### config.mk
export PLATFORM = sky130hd
export DESIGN_NAME = svc_axi_sram_wr
export DESIGN_NICKNAME = d
export VERILOG_FILES = /design/src/rtl/svc_axi_sram_wr.sv
export SDC_FILE = /design/constraint.sdc
export NUM_CORES = 1
export LEC_CHECK = 0
export CELL_PAD_IN_SITES_DETAIL_PLACEMENT = 1
export CELL_PAD_IN_SITES_GLOBAL_PLACEMENT = 1
export CORE_AREA = 2 2 78 80
export DETAILED_ROUTE_END_ITERATION = 10
export DIE_AREA = 0 0 80 82
export PLACE_DENSITY = 0.76
export RECOVER_POWER = 25
export SYNTH_ARGS = -nofsm -noshare
export SYNTH_HDL_FRONTEND = slang
export SYNTH_SLANG_ARGS = --single-unit
### constraint.sdc
create_clock -name clk -period 2.65 [get_ports clk]
set_clock_uncertainty 0.05 [all_clocks]
set_input_delay 0.795 -clock clk [delete_from_list [all_inputs] [get_ports clk]]
set_output_delay 0.795 -clock clk [all_outputs]
set_load 0.03 [all_outputs]
### src/rtl/svc_axi_sram_wr.sv
// AXI4 write-burst to SRAM word-command bridge, one burst in flight; W->SRAM pass-through (0 added latency), N-beat burst = N+2 cycles.
// Backpressure: sram_cmd_ready drives s_axi_wready directly; the B response is held until s_axi_bready.
module svc_axi_sram_wr #(
  parameter int AXI_ADDR_WIDTH = 8,
  parameter int AXI_DATA_WIDTH = 16,
  parameter int AXI_STRB_WIDTH = AXI_DATA_WIDTH / 8,
  parameter int AXI_ID_WIDTH   = 4,
  localparam int O_WIDTH         = $clog2(AXI_STRB_WIDTH),
  localparam int SRAM_ADDR_WIDTH = AXI_ADDR_WIDTH - O_WIDTH
) (
  input  logic                       clk,
  input  logic                       rst,
  input  logic                       s_axi_awvalid,
  input  logic [AXI_ADDR_WIDTH-1:0]  s_axi_awaddr,
  input  logic [AXI_ID_WIDTH-1:0]    s_axi_awid,
  input  logic [7:0]                 s_axi_awlen,
  input  logic [2:0]                 s_axi_awsize,
  input  logic [1:0]                 s_axi_awburst,
  output logic                       s_axi_awready,
  input  logic                       s_axi_wvalid,
  input  logic [AXI_DATA_WIDTH-1:0]  s_axi_wdata,
  input  logic [AXI_STRB_WIDTH-1:0]  s_axi_wstrb,
  input  logic                       s_axi_wlast,
  output logic                       s_axi_wready,
  output logic                       s_axi_bvalid,
  output logic [AXI_ID_WIDTH-1:0]    s_axi_bid,
  output logic [1:0]                 s_axi_bresp,
  input  logic                       s_axi_bready,
  output logic                       sram_cmd_valid,
  output logic [SRAM_ADDR_WIDTH-1:0] sram_cmd_addr,
  output logic [AXI_DATA_WIDTH-1:0]  sram_cmd_wr_data,
  output logic [AXI_STRB_WIDTH-1:0]  sram_cmd_wr_mask,
  input  logic                       sram_cmd_ready
);

  localparam logic [AXI_ADDR_WIDTH-1:0] LOW_MASK = AXI_ADDR_WIDTH'((1 << O_WIDTH) - 1);

  typedef enum logic [1:0] {S_IDLE, S_DATA, S_RESP} state_t;

  state_t                     r_state;
  state_t                     w_state_next;
  logic [SRAM_ADDR_WIDTH-1:0] r_addr;
  logic [AXI_ID_WIDTH-1:0]    r_id;
  logic [7:0]                 r_len;
  logic [7:0]                 r_beat;
  logic [1:0]                 r_burst;
  logic                       r_err;

  logic w_aw_hs;
  logic w_w_hs;
  logic w_last_beat;
  logic w_aw_err;

  assign w_aw_hs     = s_axi_awvalid && s_axi_awready;
  assign w_w_hs      = s_axi_wvalid && s_axi_wready;
  assign w_last_beat = (r_beat == r_len);
  // Unsupported size, unaligned start or reserved burst type poison the response but not the writes.
  assign w_aw_err    = (s_axi_awsize != 3'(O_WIDTH)) || ((s_axi_awaddr & LOW_MASK) != '0) ||
                       (s_axi_awburst == 2'b11);

  assign s_axi_bid        = r_id;
  assign s_axi_bresp      = r_err ? 2'b10 : 2'b00;
  assign sram_cmd_addr    = r_addr;
  assign sram_cmd_wr_data = s_axi_wdata;
  assign sram_cmd_wr_mask = s_axi_wstrb;

  always_ff @(posedge clk) begin
    if (rst) begin
      r_state <= S_IDLE;
    end else begin
      r_state <= w_state_next;
    end
  end

  // Outputs are gated by rst so nothing is offered or accepted in a reset cycle.
  always_comb begin
    w_state_next   = r_state;
    s_axi_awready  = 1'b0;
    s_axi_wready   = 1'b0;
    sram_cmd_valid = 1'b0;
    s_axi_bvalid   = 1'b0;
    case (r_state)
      S_IDLE: begin
        s_axi_awready = !rst;
        if (s_axi_awvalid) w_state_next = S_DATA;
      end
      S_DATA: begin
        s_axi_wready   = sram_cmd_ready && !rst;
        sram_cmd_valid = s_axi_wvalid && !rst;
        if (w_w_hs && w_last_beat) w_state_next = S_RESP;
      end
      S_RESP: begin
        s_axi_bvalid = !rst;
        if (s_axi_bready) w_state_next = S_IDLE;
      end
      default: w_state_next = S_IDLE;
    endcase
  end

  always_ff @(posedge clk) begin
    if (rst) begin
      r_beat <= 8'd0;
      r_err  <= 1'b0;
    end else if (w_aw_hs) begin
      r_id    <= s_axi_awid;
      r_len   <= s_axi_awlen;
      r_burst <= s_axi_awburst;
      r_addr  <= s_axi_awaddr[AXI_ADDR_WIDTH-1:O_WIDTH];
      r_beat  <= 8'd0;
      r_err   <= w_aw_err;
    end else if (w_w_hs) begin
      r_beat <= r_beat + 8'd1;
      if (r_burst != 2'b00) r_addr <= r_addr + 1'b1;
      // Beat count, not wlast, ends the burst; a misplaced wlast only flags the response.
      if (s_axi_wlast != w_last_beat) r_err <= 1'b1;
    end
  end

endmodule
======== After elaboration in Yosys (flattened, before gate mapping) ========
Index checks and enable logic that the tools add are counted.
operators by class
  equality and inequality tests ........... 9
  mux-type cells .......................... 15
  reductions and logical operators ........ 18
  bitwise operators ....................... 1
  add/subtract/negate cells ............... 2
operators by type and width
  kind                 number
  $mux 7               3
  $add 8x1->8 const B  1
  $eq 8x8->1           1
  $mux 2               4
  $reduce_bool 2->1    4
  $add 7x1->7 const B  1
  $mux 1               7
  $ne 2x2->1 const B   3
  $pmux 2 s3           1
  $reduce_and 3->1     2
  $logic_and 1x1->1    5
  $eq 2x2->1 const B   2
  $reduce_and 2->1     2
  $ne 3x1->1 const B   1
  $eq 2x1->1 const B   1
  $logic_not 2->1      1
  $logic_or 1x1->1     2
  $reduce_or 2->1      1
  $logic_not 1->1      1
  $ne 1x1->1           1
  $not 1->1            1
word-level totals
  output and inout port bits .............. 35
  input bits .............................. 50
  register bits ........................... 32
  word-level logic and storage cells ...... 52

======== Depth between registers and ports, before layout ========
  word-level depth ........................ 7
  gate-level depth with buffers ........... 7

======== Least setup slack after synthesis ========
OpenSTA, ideal clock, no wires.
  path type ............................... in2out
  start ................................... input rst
  end ..................................... output sram_cmd_valid
  stages .................................. 2
  slack ................................... -102 ps
  data arrival time ....................... 1907 ps
  buffers on the path ..................... 1
  required time ........................... 1805 ps
  cells stage by stage .................... buf_6 nor4bb_1
on the way
  cells in the longest elaborated chain, start to end .. 3
ends and longest elaborated chain
  element            RTL line  source
  start, declared    12        input logic rst,
  $logic_not 1->1    89        sram_cmd_valid = s_axi_wvalid && !rst;
  $logic_and 1x1->1  89
  $mux 1             82        case (r_state)
  end, declared      29        output logic sram_cmd_valid,
Every way passes these cells.

======== Worst setup path after layout ========
  start ................................... input s_axi_wvalid
  end ..................................... output sram_cmd_valid
on the way
  cells in the longest elaborated chain, start to end .. 2
ends and longest elaborated chain
  element            RTL line  source
  start, declared    20        input logic s_axi_wvalid,
  $logic_and 1x1->1  89
  $mux 1             82
Every way passes these cells.

==> results.sh <==
export IMPL_met2_usage_pct=18.3
export IMPL_totalPowerFinal_w=0.00106
export IMPL_tns_ps=0
export IMPL_grt_max_degree=16
export IMPL_cts_hold_buf=0
export IMPL_ys_ff_latch=32
export IMPL_drt_iter0_markers=26
export IMPL_clk_latency_ps=280
export IMPL_fmax_ghz=0.386
export IMPL_stdcell_area_sq_um=2110
export IMPL_async_reset_ff_share_pct=0
export IMPL_synth_area_leaders="edfxtp_1 (39%), dfxtp_1 (14%), buf_4 (9.4%)"
export IMPL_setup_worst_path_start_class="input port"
export IMPL_path_cells="clkdlybuf4s50_1 > nor4bb_2 > buf_4"
export IMPL_final_setup_worst_slack_ps=57.7
export IMPL_place_gp_congestion=0.769
export IMPL_cts_tree="yes"
export IMPL_fin_crit_ps=2590
export IMPL_grt_ovfl_total=0
export IMPL_path_class="input port to primary output"
export IMPL_finalCritPeriodShare_pct=97.8
export IMPL_via_per_inst=4.34
export IMPL_slowest_stage="clkdlybuf4s50_1"
export IMPL_die_x_microns=80
export IMPL_synth_cell_type_count=36
export IMPL_yosysMostFrequentCell="edfxtp_1"
export IMPL_die_area_sq_um=6560
export IMPL_synth_flop_cell="edfxtp_1"
export IMPL_synth_edf_count=21
export IMPL_wl_microns=3230
export IMPL_syn_nets=193
export IMPL_final_cell_count_no_fill=253
export IMPL_grt_pass1_vias=1168
export IMPL_postCtsSetupRepairBufs=0
export IMPL_place_hpwl_microns=2500
export IMPL_wl_per_cell_microns=12.8
export IMPL_use_met1_pct=12.4
export IMPL_path_clk_slew_ps=60
export IMPL_cp_end_kind="primary output"
export IMPL_cp_max_fo=2
export IMPL_yosysSeqAreaShare_pct=53.2
export IMPL_numClockSinks=32
export IMPL_hp_class="flop to flop"
export IMPL_fill_cells=646
export IMPL_rsz0062_at_grt="false"
export IMPL_grt_pass1_wl_microns=5350
export IMPL_use_met3_pct=4.29
export IMPL_route_detailed_drc=0
export IMPL_placementRows=28
export IMPL_critPathRequiredTime_ps=1810
export IMPL_multi_input_area_sq_um=577
export IMPL_clockRootBuffer="clkbuf_8"
export IMPL_die_h_microns=82
export IMPL_cap_violations=0
export IMPL_nets=229
export IMPL_port_buffers=47
export IMPL_slew_viol_final=0
export IMPL_yosys_area_top_type="edfxtp_1"
export IMPL_syn_avg_cell_area_sq_um=11.3
export IMPL_core_sq_um=5750
export IMPL_regArea_sq_um=851
export IMPL_top_usage_layer="met2"
export IMPL_yosys_top_cells_count="edfxtp_1 (21), buf_4 (20), nor2_1 (14)"
export IMPL_post_place_ws_ps=-68.0
export IMPL_place_area_sq_um=2030
export IMPL_hold_viol=0
export IMPL_drtAntennaViolNets=0
export IMPL_clk_path_buf_depth=2
export IMPL_dp_cells=245
export IMPL_p_leak_nw=0.718
export IMPL_synthToLayoutAreaGrowth_pct=32.0
export IMPL_cp_arrival_ps=1750
export IMPL_cts_buffers=5
export IMPL_syn_inst=141
export IMPL_final_layout_size_suffix_gt1_share_pct=13.5
export IMPL_num_antenna_cells=0
export IMPL_synth_area_sq_um=1600
export IMPL_finalSetupViolations=0
export IMPL_num_vias=1097
export IMPL_max_stage_delay_ps=470
export IMPL_peakVddDrop_v=0.000224
export IMPL_grt_use_total_pct=10.8
export IMPL_htree_levels=2
export IMPL_powerDensity_nw_per_um2=502
export IMPL_yosys_warnings=0
export IMPL_start_util_pct=27.8
export IMPL_io_pins=85
export IMPL_synth_top_area_share_pct=39.4
export IMPL_antenna_found_initial=0
export IMPL_drt_pass1_iterations=4
export IMPL_outcome="completed"
-- registers in the layout, summed over array words and instances, names as in the netlist --
name           count
r_burst            2
r_len              8
sram_cmd_addr      7
r_state            2
r_err              1
r_beat             8
s_axi_bid          4
-- worst max-delay path: cells and delay by family --
kind / cells / cell delay (ps)
buffers and inverters: 2 / 670
and+or+nand+nor: 1 / 280
-- timing repair --
action / in CTS / in global routing
pin swaps: 0 / 1
endpoints found under the setup margin: 2 / 1
gates resized for setup: 1 / 0
-- cell usage in the layout, fill, tap and decap left out, types with 2 or more instances in the layout --
cell / count
clkdlybuf4s50_1: 28
clkbuf_8: 5
nand2_1: 10
o21ai_1: 4
edfxtp_1: 21
nor2_1: 13
nand3_1: 2
buf_4: 10
xor2_1: 6
dlygate4sd3_1: 14
clkbuf_1: 2
nand4_1: 4
nand2b_1: 2
dfxtp_1: 11
xnor2_1: 13
and3_1: 3
o21ai_0: 4
ha_1: 2
-- layer usage --
layer | part of all wire (%) | wire [microns] | vias to the layer above
met5 | 0 | 0 | -
met2 | 48 | 1570 | 36
met1 | 44 | 1420 | 514
met3 | 6.6 | 214 | 4
li1 | - | - | 543
met4 | 0.83 | 27 | 0
-- through the flow --
| step | hold slack [ps] | utilization [%] |
|---|---|---|
| after detailed placement | 464 | 35.3 |
| after global routing | 515 | 36.7 |
| after global placement | 455 | 35.3 |
| after floorplan | 429 | - |
| final | 467 | 36.7 |
| after CTS | 474 | 36.7 |
-- path summary, 6_finish.rpt --
check	from	endpoint	slack, ps	cells past startpoint
worst max-delay path	s_axi_wvalid	sram_cmd_valid	60	3
worst min-delay path	r_beat[5]	r_beat[5]	470	2
worst max register to register	r_state[0]	sram_cmd_addr[5]	870	5
worst min register to register	r_beat[5]	r_beat[5]	470	2
-- where the power goes --
part           switching [W]  internal (W)  total [W]
Sequential         0.0000112      0.000552   0.000563
Combinational      0.0000639     0.0000769   0.000141
Clock               0.000173      0.000184   0.000357
Total               0.000248      0.000813    0.00106
-- layout make-up --
class | instances | area share, %
sequential | 32 | 40.3
multi-input combinational | 84 | 27.3
timing repair buffer | 53 | 23.9
tap | 75 | 4.45
clock buffer | 7 | 3.62
clock inverter | 1 | 0.237
inverter | 1 | 0.178
-- cells by family after synthesis --
family / share of synthesized area, %
compound gates: 6.50
mux: 1.33
fa+ha+maj: 1.56
xor+xnor: 10.4
simple gates: 15.3
other cells: 0.235
buf+inv: 11.5
flops: 53.2
Power figures use the tool's default switching activity.
